[src/rtl/rv_multicycle_sequencer.sv]
// rv_multicycle_sequencer: PC, fetch/decode/execute/memory/writeback FSM and memory req/ack handshake.
// Optional breakpoint support is enabled by defining RV_SEQ_BREAKPOINT_EN.
module rv_multicycle_sequencer #(
    parameter int              XLEN        = 32,
    parameter logic [XLEN-1:0] RESET_PC    = '0,
    parameter logic [XLEN-1:0] MMIO_BASE   = 32'h00020000,
    parameter int              MEM_TIMEOUT = 15,
    parameter int              CNT_W       = 32
) (
    input  logic             clk,
    input  logic             rst,
    input  logic             start,
    input  logic             step_mode,
    input  logic             step,
    input  logic [XLEN-1:0]  instr_rdata,
    input  logic             is_halt,
    input  logic             decode_error,
    input  logic             is_load,
    input  logic [1:0]       mem_write_size,
    input  logic             jump,
    input  logic             jal_or_jalr,
    input  logic             branch,
    input  logic             branch_taken,
    input  logic [XLEN-1:0]  immediate,
    input  logic [XLEN-1:0]  rv1,
    input  logic [XLEN-1:0]  alu_out,
    input  logic             mem_ack,
    input  logic [XLEN-1:0]  bp_addr,
    output logic             mem_req,
    output logic [XLEN-1:0]  mem_addr,
    output logic [1:0]       mem_wsize,
    output logic             mmio_we,
    output logic [XLEN-1:0]  instr,
    output logic [XLEN-1:0]  pc,
    output logic             alu_latch,
    output logic             reg_we,
    output logic [3:0]       state,
    output logic [CNT_W-1:0] retired
);
    typedef enum logic [3:0] {
        S_IDLE       = 4'd0,
        S_FETCH      = 4'd1,
        S_WAIT_FETCH = 4'd2,
        S_DECODE     = 4'd3,
        S_EXECUTE    = 4'd4,
        S_MEM        = 4'd5,
        S_WAIT_MEM   = 4'd6,
        S_WRITEBACK  = 4'd7,
        S_BREAK      = 4'd8,
        S_HALT       = 4'd9,
        S_MEM_ERR    = 4'd13,
        S_DECODE_ERR = 4'd14
    } state_e;

    state_e           state_q, state_d;
    logic [XLEN-1:0]  pc_q, pc_d, instr_q, instr_d, mem_addr_q, mem_addr_d;
    logic [CNT_W-1:0] retired_q, retired_d;
    logic [1:0]       mem_wsize_q, mem_wsize_d;
    logic [7:0]       cnt_q, cnt_d;
    logic             mem_req_q, mem_req_d, mmio_we_q, mmio_we_d;
    logic             alu_latch_q, alu_latch_d, reg_we_q, reg_we_d;
    logic             is_store, mmio_store;
    logic [XLEN-1:0]  jalr_sum, next_pc;

    assign is_store   = mem_write_size != 2'd0;
    assign mmio_store = is_store && alu_out >= MMIO_BASE;
    assign jalr_sum   = rv1 + immediate;
    assign next_pc    = (jump && jal_or_jalr) || (!jump && branch && branch_taken) ? pc_q + immediate :
                        jump ? {jalr_sum[XLEN-1:1], 1'b0} : pc_q + XLEN'(4);

`ifdef RV_SEQ_BREAKPOINT_EN
    logic bp_done_q, bp_done_d;
`else
    logic unused_bp;
    assign unused_bp = ^bp_addr;
`endif

    always_comb begin
        state_d     = state_q;
        pc_d        = pc_q;
        instr_d     = instr_q;
        retired_d   = retired_q;
        mem_req_d   = mem_req_q;
        mem_addr_d  = mem_addr_q;
        mem_wsize_d = mem_wsize_q;
        cnt_d       = cnt_q;
`ifdef RV_SEQ_BREAKPOINT_EN
        bp_done_d   = bp_done_q;
`endif
        case (state_q)
            S_IDLE:  state_d = start ? S_FETCH : S_IDLE;
            S_FETCH: begin
`ifdef RV_SEQ_BREAKPOINT_EN
                if (pc_q == bp_addr && !bp_done_q) begin
                    state_d   = S_BREAK;
                    bp_done_d = 1'b1;
                end else
`endif
                if (!step_mode || step) begin
                    mem_req_d   = 1'b1;
                    mem_addr_d  = pc_q;
                    mem_wsize_d = 2'd0;
                    cnt_d       = '0;
                    state_d     = S_WAIT_FETCH;
                end
            end
            S_WAIT_FETCH, S_WAIT_MEM: begin
                // an ack arriving on the timeout cycle still wins
                if (mem_ack) begin
                    mem_req_d = 1'b0;
                    instr_d   = state_q == S_WAIT_FETCH ? instr_rdata : instr_q;
                    state_d   = state_q == S_WAIT_FETCH ? S_DECODE : S_WRITEBACK;
                end else if (cnt_q == 8'(MEM_TIMEOUT)) begin
                    mem_req_d = 1'b0;
                    state_d   = S_MEM_ERR;
                end else begin
                    cnt_d = cnt_q + 8'd1;
                end
            end
            S_DECODE:  state_d = is_halt ? S_HALT : decode_error ? S_DECODE_ERR : S_EXECUTE;
            S_EXECUTE: state_d = (is_load || is_store) ? S_MEM : S_WRITEBACK;
            S_MEM: begin
                if (mmio_store) begin
                    state_d = S_WRITEBACK;
                end else begin
                    mem_req_d   = 1'b1;
                    mem_addr_d  = alu_out;
                    mem_wsize_d = mem_write_size;
                    cnt_d       = '0;
                    state_d     = S_WAIT_MEM;
                end
            end
            S_WRITEBACK: begin
                retired_d = retired_q + CNT_W'(1);
                pc_d      = next_pc;
                state_d   = S_FETCH;
            end
            S_BREAK:                          state_d = start ? S_FETCH : S_BREAK;
            S_HALT, S_MEM_ERR, S_DECODE_ERR:  state_d = state_q;
            default:                          state_d = S_IDLE;
        endcase
`ifdef RV_SEQ_BREAKPOINT_EN
        bp_done_d   = pc_d != pc_q ? 1'b0 : bp_done_d;
`endif
        // strobes are registered, so they are computed for the state being entered
        alu_latch_d = state_d == S_EXECUTE;
        reg_we_d    = state_d == S_WRITEBACK && !is_store && !branch;
        mmio_we_d   = state_q == S_MEM && mmio_store;
    end

    always_ff @(posedge clk) begin
        if (rst) begin
            state_q     <= S_IDLE;
            pc_q        <= RESET_PC;
            instr_q     <= '0;
            retired_q   <= '0;
            mem_req_q   <= 1'b0;
            mem_addr_q  <= '0;
            mem_wsize_q <= 2'd0;
            cnt_q       <= '0;
            mmio_we_q   <= 1'b0;
            alu_latch_q <= 1'b0;
            reg_we_q    <= 1'b0;
`ifdef RV_SEQ_BREAKPOINT_EN
            bp_done_q   <= 1'b0;
`endif
        end else begin
            state_q     <= state_d;
            pc_q        <= pc_d;
            instr_q     <= instr_d;
            retired_q   <= retired_d;
            mem_req_q   <= mem_req_d;
            mem_addr_q  <= mem_addr_d;
            mem_wsize_q <= mem_wsize_d;
            cnt_q       <= cnt_d;
            mmio_we_q   <= mmio_we_d;
            alu_latch_q <= alu_latch_d;
            reg_we_q    <= reg_we_d;
`ifdef RV_SEQ_BREAKPOINT_EN
            bp_done_q   <= bp_done_d;
`endif
        end
    end

    assign mem_req   = mem_req_q;
    assign mem_addr  = mem_addr_q;
    assign mem_wsize = mem_wsize_q;
    assign mmio_we   = mmio_we_q;
    assign instr     = instr_q;
    assign pc        = pc_q;
    assign alu_latch = alu_latch_q;
    assign reg_we    = reg_we_q;
    assign state     = state_q;
    assign retired   = retired_q;
endmodule

[config.mk]
export PLATFORM = sky130hd
export DESIGN_NAME = rv_multicycle_sequencer
export DESIGN_NICKNAME = d
export VERILOG_FILES = /design/src/rtl/rv_multicycle_sequencer.sv
export SDC_FILE = /design/constraint.sdc
export NUM_CORES = 1
export LEC_CHECK = 0
export CORE_ASPECT_RATIO = 0.75
export CORE_MARGIN = 4
export CORE_UTILIZATION = 25
export DETAILED_ROUTE_END_ITERATION = 10
export DONT_BUFFER_PORTS = 1
export PLACE_DENSITY = 0.51
export SYNTH_ARGS = -nofsm -noshare
export SYNTH_HDL_FRONTEND = slang
export SYNTH_SLANG_ARGS = --single-unit
[constraint.sdc]
create_clock -name clk -period 3.1 [get_ports clk]
set_input_delay 0.465 -clock clk [delete_from_list [all_inputs] [get_ports clk]]
set_output_delay 0.465 -clock clk [all_outputs]
set_load 0.05 [all_outputs]
==> qor.yml <==
outcome: "finished clean"
grtUsageMet1_pct: 23.0
synth_xor_area_share_pct: 8.18
synth_edf_count: 0
cp_cell_sequence: "ha_1 -> inv_1 -> fa_2 -> nand2b_4 -> a21oi_4 -> o2111ai_4 -> a41oi_4 -> a31oi_1 -> a311o_1 -> a21oi_1 -> mux2_2 -> o21ai_0"
endpoint: "pc[30]"
cts_root_buffer: "clkbuf_16"
io_pins: 313
worstMarginPinSlew_ns: 0.830
gr-total-overflow: 0
ys_warn_count: 0
muxShareOfSynthArea_pct: 4.21
initialDrtViolationCount: 669
arrival_ns: 3.30
hold_path_class: "input port to flop"
vdd_drop_max_mv: 0.227
cap_violations: 0
leakagePower_nw: 4.65
synth_area_mm2: 0.0103
cp-end-kind: "flop"
rrSetupSlack_ns: 0.17
areaGrowthSynthToFinish_pct: 18.8
cts.path.max_buffers: 2
synthArstFlopShare_pct: 0
critPathRequiredTime_ns: 3.47
min_period_ns: 2.93
drive_gt1_share_pct: 13.6
cts_tree: "built"
multi_input_area_mm2: 0.00709
synth_top_family_by_area: "compound AO/OA/AOI/OAI gates"
grt_max_degree: 140
synthDistinctLibCells: 84
max-slew-margin-rel_pct: 44.5
skew_ns: 0.0164
crit_type: "flop to flop"
r2r-end: "pc[30]"
setup_slack_ns: 0.167
seq_area_mm2: 0.00293
fillCellCount: 4401
clk_latency_ns: 0.44
ant_nets: 0
synthSimpleGateAreaFrac_pct: 23.5
grt_pass1_vias: 9406
synth_fa_ha_area_share_pct: 8.18
remaining_drc_errors: 0
vias: 9979
clock-sinks: 146
dp_hpwl_um: 31000
vias_per_cell: 5.16
busiest_layer: "met2"
finalSetupTns_ns: 0
rows: 64
critPathLaunch: "pc[0]"
final-setup-viol-count: 0
die-area_mm2: 0.0445
power.total_mw: 5.16
fin_util_pct: 30.0
max_freq_mhz: 341
met2_usage_pct: 27.0
final_cell_mix: "176 x nor2_1, 144 x dfxtp_1, 140 x nand2_1, 124 x a21oi_1, 117 x buf_4"
nets: 1635
start_util_pct: 25.3
fin_crit_sh_pct: 94.6
power_density_mw_per_mm2: 422
hold_violations: 0
reg2reg_depth: 12
first_pass_iters: 5
cts_made_buffers: 17
ys_seq_elements: 146
clkTransAtPathRegs_ns: 0.07
ys.flop_type: "dfxtp_1"
holdBufCountCts: 0
place.gp.congestion: 0.868
track_usage_pct: 16.9
ys_seq_area_share_pct: 28.4
synth-compound-area-share_pct: 24.2
slowest_stage: "a311o_1"
antenna_found_initial: 0
use_met3_pct: 4.46
grt_pass1_wl_um: 58300
worstPathMaxFanout: 4
routedWlPerCell_um: 20.3
final_common_cell: "nor2_1"
slew_viol_final: 0
antennaDiodeCount: 0
synth_nets: 1565
start_kind: "flop"
pre_cts_ws_ns: -0.143
wirelength_um: 39300
htreeDepth: 4
crit-reg2reg-launch: "pc[0]"
numPortBuffers: 0
core_mm2: 0.0407
crit_path_max_incr_delay_ns: 0.40
syn_avg_cell_area_um2: 7.76
synthCells: 1324
die_w_um: 242
fp.dieH_um: 184
power by group:
group / switching [mW] / leakage, nW / total [mW] / internal (mW)
logic: 0.500 / 3.21 / 0.865 / 0.365
clock network: 0.910 / 0.262 / 2.06 / 1.15
registers: 0.285 / 1.18 / 2.23 / 1.94
total: 1.70 / 4.65 / 5.16 / 3.46
sequential cells by signal, indices dropped and copies added, names as in the netlist:
signal,flops
retired,32
pc,32
mmio_we,1
cnt_q,8
state,4
alu_latch,1
mem_addr,32
mem_req,1
mem_wsize,2
instr,32
reg_we,1
kinds of logic (layout without fill, tap and decap cells):
kind of cell / count (synthesis) / after routing
and+or+nand+nor: 518 / 518
AOI/OAI and AO/OA: 369 / 369
DFF: 146 / 146
xor gates and xnor gates: 96 / 96
buffers and inverters: 86 / 169
adders and majority gates: 66 / 66
muxes: 43 / 43
what timing repair did:
action	in CTS	in global routing
setup endpoints to repair	2	4
resized for setup	0	7
pin swaps	1	6
buffers inserted	0	1
worst max-delay path: cells and delay by family, from the launching register on:
| family | cells | cell delay (ns) |
|---|---|---|
| simple gates | 1 | 0.16 |
| compound gates | 7 | 1.48 |
| buf+inv | 1 | 0.06 |
| fa+ha+maj | 2 | 0.50 |
| flops | 1 | 0.33 |
| mux | 1 | 0.34 |
final cells by class:
class | count | share of cell area [%]
tap | 528 | 5.41
multi-input combinational | 1092 | 58.1
timing repair buffer | 118 | 7.36
inverter | 19 | 0.584
clock buffer | 21 | 3.77
sequential | 146 | 24.0
clock inverter | 11 | 0.850
metrics by stage:
step	cell area [um^2]	cells	hold slack [ns]
floorplan	10300	1324	0.471
global placement	11600	1902	0.486
detailed placement	11600	1902	0.495
CTS	12200	1934	0.0702
global route	12200	1935	0.0743
finish	12200	1935	0.104
routing by layer:
metal  vias up  share of wire (%)
met1      4705                 46
met4         0                1.8
met2       299                 45
li1       4948                  -
met3        27                7.1
met5         -                  0
synthesized netlist by cell type, types with 6 or more instances:
master / number / share of area, %
a21oi_1: 125 / 6.1
ha_1: 64 / 7.8
nand4_1: 25 / 1.5
and3_1: 19 / 1.2
nor3_1: 36 / 1.8
nor2_1: 177 / 6.5
o21a_1: 8 / 0.58
a21o_1: 33 / 2.4
o211ai_1: 7 / 0.51
clkbuf_1: 56 / 2.0
xor2_1: 46 / 3.9
o21ai_0: 52 / 2.5
nor2b_1: 11 / 0.67
or2_2: 6 / 0.37
mux2i_1: 41 / 4.0
and4_1: 8 / 0.68
o21bai_1: 6 / 0.44
nand2_1: 140 / 5.1
inv_1: 19 / 0.69
nand2b_1: 15 / 0.91
xnor2_1: 50 / 4.3
a211oi_1: 57 / 4.2
buf_1: 7 / 0.26
or3_1: 8 / 0.49
and2_1: 6 / 0.37
o31ai_1: 6 / 0.44
dfxtp_1: 146 / 28
nand3_1: 40 / 1.9
nor4_1: 6 / 0.37
a31oi_1: 15 / 0.91
worst min path at each step:
stage / from / to / slack, ns / cells past startpoint
after global routing: rst / retired[30] / 0.07 / 1
after CTS: rst / retired[28] / 0.07 / 1
after global placement: cnt_q[6] / cnt_q[6] / 0.49 / 2
after floorplan: cnt_q[6] / cnt_q[6] / 0.47 / 2
final: rst / retired[30] / 0.10 / 1
after detailed placement: cnt_q[6] / cnt_q[6] / 0.49 / 2
Note: power is estimated with default switching activity, not from simulation.
